===== src/rtl/fft_top_pkg.sv =====
// Shared defaults and constants for the FFT product rounding path.
package fft_top_pkg;
    localparam int DIN_WIDTH_DEF   = 35;
    localparam int DOUT_WIDTH_DEF  = 16;
    localparam int SHIFT_WIDTH_DEF = 5;
    localparam int MAX_SHIFT_DEF   = DIN_WIDTH_DEF - DOUT_WIDTH_DEF;
    localparam int SAT_CNT_WIDTH   = 16;
endpackage


===== src/rtl/fft_top_round_even.sv =====
// Combinational arithmetic right shift with round-half-to-even.
// The output carries one guard bit above DIN_WIDTH.
module fft_top_round_even
    import fft_top_pkg::*;
#(
    parameter int DIN_WIDTH   = DIN_WIDTH_DEF,
    parameter int SHIFT_WIDTH = SHIFT_WIDTH_DEF
) (
    input  logic signed [DIN_WIDTH-1:0]   value,
    input  logic        [SHIFT_WIDTH-1:0] shift,
    output logic signed [DIN_WIDTH:0]     rounded
);
    localparam int W = DIN_WIDTH + 1;

    logic signed [W-1:0] ext;
    logic signed [W-1:0] floor_q;
    logic        [W-1:0] mask;
    logic        [W-1:0] rem;
    logic        [W-1:0] half;

    always_comb begin
        ext     = {value[DIN_WIDTH-1], value};
        floor_q = ext >>> shift;
        mask    = ~({W{1'b1}} << shift);
        rem     = ext & mask;
        half    = (W'(1) << shift) >> 1;
        rounded = floor_q;
        // Exact halves go to the even neighbour; shift 0 has no fraction at all.
        if (shift != '0) begin
            if ((rem > half) || ((rem == half) && floor_q[0])) begin
                rounded = floor_q + W'(1);
            end
        end
    end
endmodule


===== src/rtl/fft_top_prod_round.sv =====
// Two-stage product rounding: S1 shifts and rounds, S2 saturates and
// tracks overflow. Shift amount is latched once per frame.
module fft_top_prod_round
    import fft_top_pkg::*;
#(
    parameter int DIN_WIDTH   = DIN_WIDTH_DEF,
    parameter int DOUT_WIDTH  = DOUT_WIDTH_DEF,
    parameter int SHIFT_WIDTH = SHIFT_WIDTH_DEF
) (
    input  logic                           clk,
    input  logic                           reset,
    input  logic signed [DIN_WIDTH-1:0]    in_data,
    input  logic                           in_valid,
    input  logic                           in_last,
    output logic                           in_ready,
    input  logic        [SHIFT_WIDTH-1:0]  shift_cfg,
    input  logic                           clear_ovf,
    output logic signed [DOUT_WIDTH-1:0]   out_data,
    output logic                           out_valid,
    output logic                           out_last,
    input  logic                           out_ready,
    output logic                           ovf,
    output logic        [SAT_CNT_WIDTH-1:0] sat_count
);
    localparam int RW = DIN_WIDTH + 1;
    localparam logic [SHIFT_WIDTH-1:0] MAX_SHIFT = SHIFT_WIDTH'(DIN_WIDTH - DOUT_WIDTH);
    localparam logic signed [RW-1:0]   SAT_MAX   = RW'(2 ** (DOUT_WIDTH - 1) - 1);
    localparam logic signed [RW-1:0]   SAT_MIN   = RW'(-(2 ** (DOUT_WIDTH - 1)));
    localparam logic [SAT_CNT_WIDTH-1:0] CNT_MAX = {SAT_CNT_WIDTH{1'b1}};

    logic                    frame_start;
    logic [SHIFT_WIDTH-1:0]  shift_lat;
    logic [SHIFT_WIDTH-1:0]  cfg_clamped;
    logic [SHIFT_WIDTH-1:0]  shift_eff;
    logic signed [RW-1:0]    rnd;
    logic signed [RW-1:0]    s1_data;
    logic                    s1_valid;
    logic                    s1_last;
    logic                    s2_adv;
    logic                    s1_load;
    logic                    s2_load;
    logic                    sat_hi;
    logic                    sat_lo;
    logic                    sat_event;
    logic signed [DOUT_WIDTH-1:0] sat_val;

    // Handshake: a beat moves on valid&ready at a rising edge; ready never
    // looks at valid, and a stage loads whenever it is empty or drains.
    assign s2_adv   = !out_valid || out_ready;
    assign in_ready = !s1_valid || s2_adv;
    assign s1_load  = in_valid && in_ready;
    assign s2_load  = s1_valid && s2_adv;

    assign cfg_clamped = (shift_cfg > MAX_SHIFT) ? MAX_SHIFT : shift_cfg;
    assign shift_eff   = frame_start ? cfg_clamped : shift_lat;

    fft_top_round_even #(
        .DIN_WIDTH  (DIN_WIDTH),
        .SHIFT_WIDTH(SHIFT_WIDTH)
    ) u_round (
        .value  (in_data),
        .shift  (shift_eff),
        .rounded(rnd)
    );

    assign sat_hi    = s1_data > SAT_MAX;
    assign sat_lo    = s1_data < SAT_MIN;
    assign sat_val   = sat_hi ? SAT_MAX[DOUT_WIDTH-1:0] :
                       sat_lo ? SAT_MIN[DOUT_WIDTH-1:0] : s1_data[DOUT_WIDTH-1:0];
    assign sat_event = s2_load && (sat_hi || sat_lo);

    always_ff @(posedge clk) begin
        if (reset) begin
            frame_start <= 1'b1;
            shift_lat   <= '0;
            s1_valid    <= 1'b0;
            s1_data     <= '0;
            s1_last     <= 1'b0;
            out_valid   <= 1'b0;
            out_data    <= '0;
            out_last    <= 1'b0;
            ovf         <= 1'b0;
            sat_count   <= '0;
        end else begin
            if (s1_load) begin
                s1_valid    <= 1'b1;
                s1_data     <= rnd;
                s1_last     <= in_last;
                frame_start <= in_last;
                if (frame_start) shift_lat <= cfg_clamped;
            end else if (s2_adv) begin
                s1_valid <= 1'b0;
            end

            if (s2_load) begin
                out_valid <= 1'b1;
                out_data  <= sat_val;
                out_last  <= s1_last;
            end else if (s2_adv) begin
                out_valid <= 1'b0;
            end

            // A saturation on the same edge as a clear wins, restarting the count at 1.
            if (sat_event) begin
                ovf <= 1'b1;
                if (clear_ovf)              sat_count <= SAT_CNT_WIDTH'(1);
                else if (sat_count != CNT_MAX) sat_count <= sat_count + SAT_CNT_WIDTH'(1);
            end else if (clear_ovf) begin
                ovf       <= 1'b0;
                sat_count <= '0;
            end
        end
    end
endmodule

===== config.mk =====
export PLATFORM = sky130hd
export DESIGN_NAME = fft_top_prod_round
export DESIGN_NICKNAME = d
export VERILOG_FILES = /design/src/rtl/fft_top_pkg.sv /design/src/rtl/fft_top_round_even.sv /design/src/rtl/fft_top_prod_round.sv
export SDC_FILE = /design/constraint.sdc
export NUM_CORES = 1
export LEC_CHECK = 0
export BUFFER_PORTS_ARGS = -buffer_cell sky130_fd_sc_hd__buf_4
export CAP_MARGIN = 10
export CORE_AREA = 2 2 117 119
export CTS_CLUSTER_SIZE = 10
export DETAILED_ROUTE_END_ITERATION = 12
export DIE_AREA = 0 0 119 121
export PLACE_DENSITY = 0.89
export SYNTH_ARGS = -nofsm -noshare
export SYNTH_HDL_FRONTEND = slang
export SYNTH_SLANG_ARGS = --single-unit

===== constraint.sdc =====
create_clock -name clk -period 5.5 [get_ports clk]
set_input_delay 0.275 -clock clk [delete_from_list [all_inputs] [get_ports clk]]
set_output_delay 0.275 -clock clk [all_outputs]
set_load 0.02 [all_outputs]

# ---- After elaboration in Yosys (flattened, before gate mapping)
# Cells that the tools add are included.
dict set report word_totals {
  register_bits 79
  latch_bits 0
  ramBits 0
  romBits 0
  wordCells 54
  mem_count 0
}
dict set report classes {
  add_sub_neg 2
  mul 0
  div_mod_pow 0
  n_lt_le_gt_ge 4
  eq_ne 2
  n_shift 3
  mux 15
  bitwise 2
  reduce_logical 16
}
# cell n
set ops {}
lappend ops {{$mux W16} 6}
lappend ops {{$mux W36} 2}
lappend ops {{$add A36 B2 Y36 const B} 1}
lappend ops {{$and A36 B36 Y36} 1}
lappend ops {{$eq A36 B35 Y1} 1}
lappend ops {{$gt A36 B16 Y1 const B} 1}
lappend ops {{$gt A36 B35 Y1} 1}
lappend ops {{$lt A36 B16 Y1 const B} 1}
lappend ops {{$not A36 Y36} 1}
lappend ops {{$shl A1 B5 Y36 const A} 1}
lappend ops {{$shl A36 B5 Y36 const A} 1}
lappend ops {{$sshr A35 B5 Y36} 1}
lappend ops {{$add A16 B1 Y16 const B} 1}
lappend ops {{$ne A16 B16 Y1 const B} 1}
lappend ops {{$mux W5} 2}
lappend ops {{$reduce_bool A2 Y1} 4}
lappend ops {{$gt A5 B5 Y1 const B} 1}
lappend ops {{$mux W1} 5}
lappend ops {{$reduce_bool A5 Y1} 1}
lappend ops {{$logic_and A1 B1 Y1} 4}
lappend ops {{$logic_or A1 B1 Y1} 4}
lappend ops {{$logic_not A1 Y1} 2}
lappend ops {{$reduce_and A2 Y1} 1}

# ---- Longest topological paths before layout
dict set report depth {
  depth_word 11
  mapped_depth 23
  mapped_depth_nobuf 17
}

# ---- Cells and area by module
# Synthesis repeated with hierarchy kept, for this count alone.
dict set report unflattened {
  hier_cells 962
  area_unflattened_um2 7547.2
}
# module n_inst cells_each area_per_inst_um2 seq_area_each_um2
set modules_own_cells {}
lappend modules_own_cells {fft_top_round_even 1 557 4315.4 0.0}
lappend modules_own_cells {fft_top_prod_round 1 405 3231.8 1581.5}

# ---- Least setup slack after synthesis
# OpenSTA, ideal clock, no wires.
dict set report synth_path {
  path_kind {register to register}
  from {reg frame_start}
  to {reg s1_data[15]}
  arrival_ns 4.819
  required_time_ns 5.378
  slack_ns 0.559
  stages_incl_launch_ff 22
  synth_period_minus_slack_ns 4.941
  path_cell_list {dfxtp_1 > buf_6 > buf_6 > mux2i_2 > clkbuf_1 > clkbuf_1 > clkbuf_1 > o21ai_0 > and2_1 > ha_1 > nand4_1 > nor4_1 > nand3_1 > a31oi_1 > a211oi_1 > o22ai_1 > nor4bb_1 > buf_2 > nand2_2 > or3_1 > and3_1 > a311o_1}
}
dict set report synth_via {
  elab_chain_len 9
  word_cells_on_any_way 14
  classes_between {1 x add/sub; 1 x order compare; 1 x eq/ne; 3 x shift; 3 x mux; 2 x bitwise; 3 x reduce/logical}
}
# item line_no
set synth_lines {}
lappend synth_lines {{from (decl)} fft_top_prod_round.sv:31} ;# logic frame_start;
lappend synth_lines {{from (signal assigned)} fft_top_prod_round.sv:89} ;# frame_start <= in_last;
lappend synth_lines {{$mux W5 (*)} --}
lappend synth_lines {{branches (longest 7 deep; another with $gt A36 B35 Y1)} --}
lappend synth_lines {{$mux W36 (*)} fft_top_round_even.sv:29} ;# if (shift != '0) begin
lappend synth_lines {{to (signal assigned)} fft_top_prod_round.sv:87} ;# s1_data <= rnd;
lappend synth_lines {{to (decl)} fft_top_prod_round.sv:36} ;# logic signed [RW-1:0] s1_data;
# Every way passes the cells marked *.
# A chain may end at the register's enable or synchronous reset.

# ---- Worst setup path in the final report
# Same ends and word-level chain as after synthesis.

==> results by group <==
Floorplan
  • Die Area: 14400 um^2
  • I/O pins: 82
  • Die height: 121 um
  • Site Rows: 42
  • Initial Utilization: 59.8%
  • Core area: 13100 um^2
  • Die width: 119 um

Synth
  • Register area share after synthesis: 20.2%
  • Async S/R FF share, synth: 0%
  • Synth warnings: 0
  • Main combinational cell family by area after synthesis: simple AND/OR/NAND/NOR gates
  • Post-synth top area cell: dfxtp_1
  • EDFF count, synth: 0
  • Most frequent cell after synthesis: nand3_1
  • Avg Cell Area, Syn: 7.14 um^2
  • Yosys cell types: 88
  • Syn Inst Count: 1095
  • Most frequent cells after synthesis: nand3_1 (132), nand2_1 (116), nor2_1 (95)
  • Synth Area in Simple Gates: 32.2%
  • Syn Nets: 1174
  • Main area contributors after synthesis: dfxtp_1 (20%), nand3_1 (8.4%), a21oi_1 (5.8%)
  • Multiplexer area fraction after synthesis: 5.17%
  • Post-synthesis xor/xnor area fraction: 3.58%
  • Synth Cell Area: 7820 um^2
  • Main flop type after synthesis: dfxtp_1
  • Post-synthesis register bit count: 79
  • Yosys top cell area share: 20.2%
  • Synth Area in Compound Gates: 27.3%
  • Post-synthesis adder-cell area fraction: 5.28%

Setup path
  • Slowest library cell on the worst path: nor4_1
  • CP Launch Type: register
  • Delay of the slowest cell on the worst path: 0.42 ns
  • Critical path type: register to register
  • Critical Path End Type: register
  • CP Launch Point: frame_start$_SDFFE_PP1P_
  • Crit-path most repeated cell: buf_4
  • Cell Chain, Critical Path: buf_4, mux2_4, nor3_4, buf_4, nor2_1, o211a_1, ha_1, nand2_1, nor4_1, nand3_1, a31oi_1, a211oi_1, o22ai_2, nor4bb_1, buf_4, nand2_2, or3_1, and3_1, a311o_1
  • Critical Path Fanout Max: 18
  • Required @ worst endpoint: 5.74 ns
  • Arr. time, crit path: 5.41 ns
  • CP Buf/Inv Count: 3
  • Critical path's top delay family: simple AND/OR/NAND/NOR gates
  • Worst R2R Start: frame_start$_SDFFE_PP1P_

STA
  • Clock skew: 0.0137 ns
  • Worst slew margin: 41.3%
  • Tmin final: 5.18 ns
  • Unrepaired setup endpoints after global routing: false
  • Max Transition Viols Final: 0
  • Final Hold Fails: 0
  • Actual slew at the worst max-slew pin: 0.873 ns
  • Max Freq: 193 MHz
  • Setup TNS Final: 0 ns
  • Final setup fails: 0
  • Final Cycle Share: 94.1%

Final layout
  • Layout cells sized above 1: 16.7%
  • Fillers: 1162
  • Fin cells: 1332
  • Synth-to-layout area growth: 13.4%
  • Antenna cells: 0
  • Nets: 1230

Placement
  • Hpwl dp: 21500 um
  • # port buffers: 81
  • GPL Wtd Cong: 1.07
  • Post-Place Cells: 1312

Global route
  • Antenna violations before repair: 0
  • Largest net degree at the start of global routing: 44
  • Total gr overflow: 0
  • GRT Total Usage: 39.9%
  • Vias in the first global route: 8344
  • First-pass GRT wire length: 46000 um

CTS
  • Num CTS Buffers: 9
  • CTS Sinks: 79
  • Skew-Pair Late Insertion Delay: 0.34 ns
  • CTS max path bufs: 2
  • Clock transition at the registers of the reported paths: 0.07 ns
  • H-tree levels: 3
  • CTS tree: built
  • Root Buffer Master: clkbuf_16

Drt
  • DRT iter0 DRCs: 1492
  • Antenna Nets Post-Route: 0
  • Avg WL per Cell: 21.8 um
  • DR vias/cell: 6.97
  • Number of detailed-route iterations in the first pass: 7
  • Final wirelength: 29000 um
  • DR vias: 9282
  • DRC Markers: 0

Power and ir drop
  • Leak pwr: 3.53 nW
  • Cell Pwr Density: 253 nW/um^2
  • Peak VDD IR: 0.151 mV
  • Pwr Total: 2.25 mW

Hold path
  • Hold Crit Start: in_last
  • HP Class: primary input to register

Status
  • Outcome: complete, no violations

Run
  • Max-cap violation count: 0
final cells by class:
class                      instances  area (um^2)  area share, %
clock buffer                       9          225           2.54
clock inverter                     7         85.1          0.960
inverter                          12         45.0          0.508
multi-input combinational        926         5790           65.3
sequential                        79         1580           17.8
tap                              176          220           2.48
timing repair buffer             123          923           10.4
metrics by stage:
step                      utilization, %  instance area, um^2  hold slack [ns]  setup slack [ns]
after floorplan                        -                 7820            0.392             0.559
after global placement              65.0                 8500            0.441             0.262
after detailed placement            65.0                 8500            0.444            0.0842
after CTS                           67.3                 8810            0.181            0.0510
after global routing                67.8                 8870            0.187            0.0939
final                               67.8                 8870            0.175             0.325
logic make-up (layout without fill, tap and decap cells):
kind of cell,count (synthesis),after routing
mux,35,35
compound gates,330,330
xor+xnor,32,32
flops,79,79
buf+inv,90,151
simple gates,496,496
fa+ha+maj,33,33
power by group:
group | internal (mW) | switching, mW | total, mW
registers | 0.617 | 0.0338 | 0.651
logic | 0.333 | 0.633 | 0.966
clock network | 0.361 | 0.268 | 0.629
path summary, 6_finish.rpt:
check / end / slack, ns / depth (start not counted)
worst max-delay path: s1_data[15]$_SDFFE_PP0P_ / 0.32 / 19
worst min-delay path: frame_start$_SDFFE_PP1P_ / 0.17 / 3
worst max register to register: s1_data[15]$_SDFFE_PP0P_ / 0.32 / 19
worst min register to register: out_last$_SDFFE_PP0P_ / 0.46 / 2
state kept, by name, summed over array words and instances, names as in the netlist:
| register | flops |
|---|---|
| frame_start | 1 |
| out_data | 16 |
| out_last | 1 |
| out_valid | 1 |
| ovf | 1 |
| s1_data | 36 |
| s1_last | 1 |
| s1_valid | 1 |
| sat_count | 16 |
| shift_lat | 5 |
repair_timing:
item                       CTS  global route
buffers inserted             0             4
hold buffers                 0             0
setup endpoints to repair    0            24
resized for setup            0             6
routing by layer:
layer | GRT usage [%] | wire length, um | vias up | share of wire (%)
met5 | 0 | 0 | - | 0
met4 | 14.5 | 1120 | 0 | 3.9
met3 | 9.12 | 3780 | 118 | 13
met2 | 61.5 | 12500 | 722 | 43
met1 | 54.7 | 11600 | 4226 | 40
li1 | - | - | 4216 | -
tightest hold or removal path: cells and delay by family:
| family | cells | cell delay [ns] |
|---|---|---|
| buffers and inverters | 1 | 0.08 |
| AND/OR/NAND/NOR | 2 | 0.14 |
layout by cell type (no fill, tap or decap), types with 3 or more instances in the layout:
| master | count |
|---|---|
| clkbuf_16 | 9 |
| buf_4 | 123 |
| a32oi_1 | 10 |
| ha_1 | 33 |
| a311oi_1 | 7 |
| dfxtp_1 | 79 |
| a22oi_1 | 6 |
| and3_1 | 16 |
| a21boi_0 | 9 |
| nor3_2 | 3 |
| o211ai_1 | 12 |
| nand2_1 | 116 |
| mux2_2 | 10 |
| nand3_1 | 132 |
| inv_1 | 11 |
| mux2i_1 | 18 |
| a31oi_1 | 15 |
| o22ai_1 | 8 |
| nor4_2 | 6 |
| nand4_1 | 33 |
| a21o_1 | 12 |
| or3_1 | 5 |
| o21ai_1 | 15 |
| xnor2_1 | 16 |
| nor4_1 | 16 |
| o31ai_1 | 7 |
| a21oi_1 | 89 |
| nand2_2 | 3 |
| xor2_1 | 16 |
| a211o_1 | 4 |
| a311o_1 | 5 |
| nor3_1 | 18 |
| nor2_1 | 94 |
| nor2b_1 | 7 |
| a211oi_1 | 23 |
| nand2b_1 | 9 |
| o21ai_0 | 73 |
| nor2_2 | 3 |
| and2_1 | 12 |
Power figures use the tool's default switching activity.
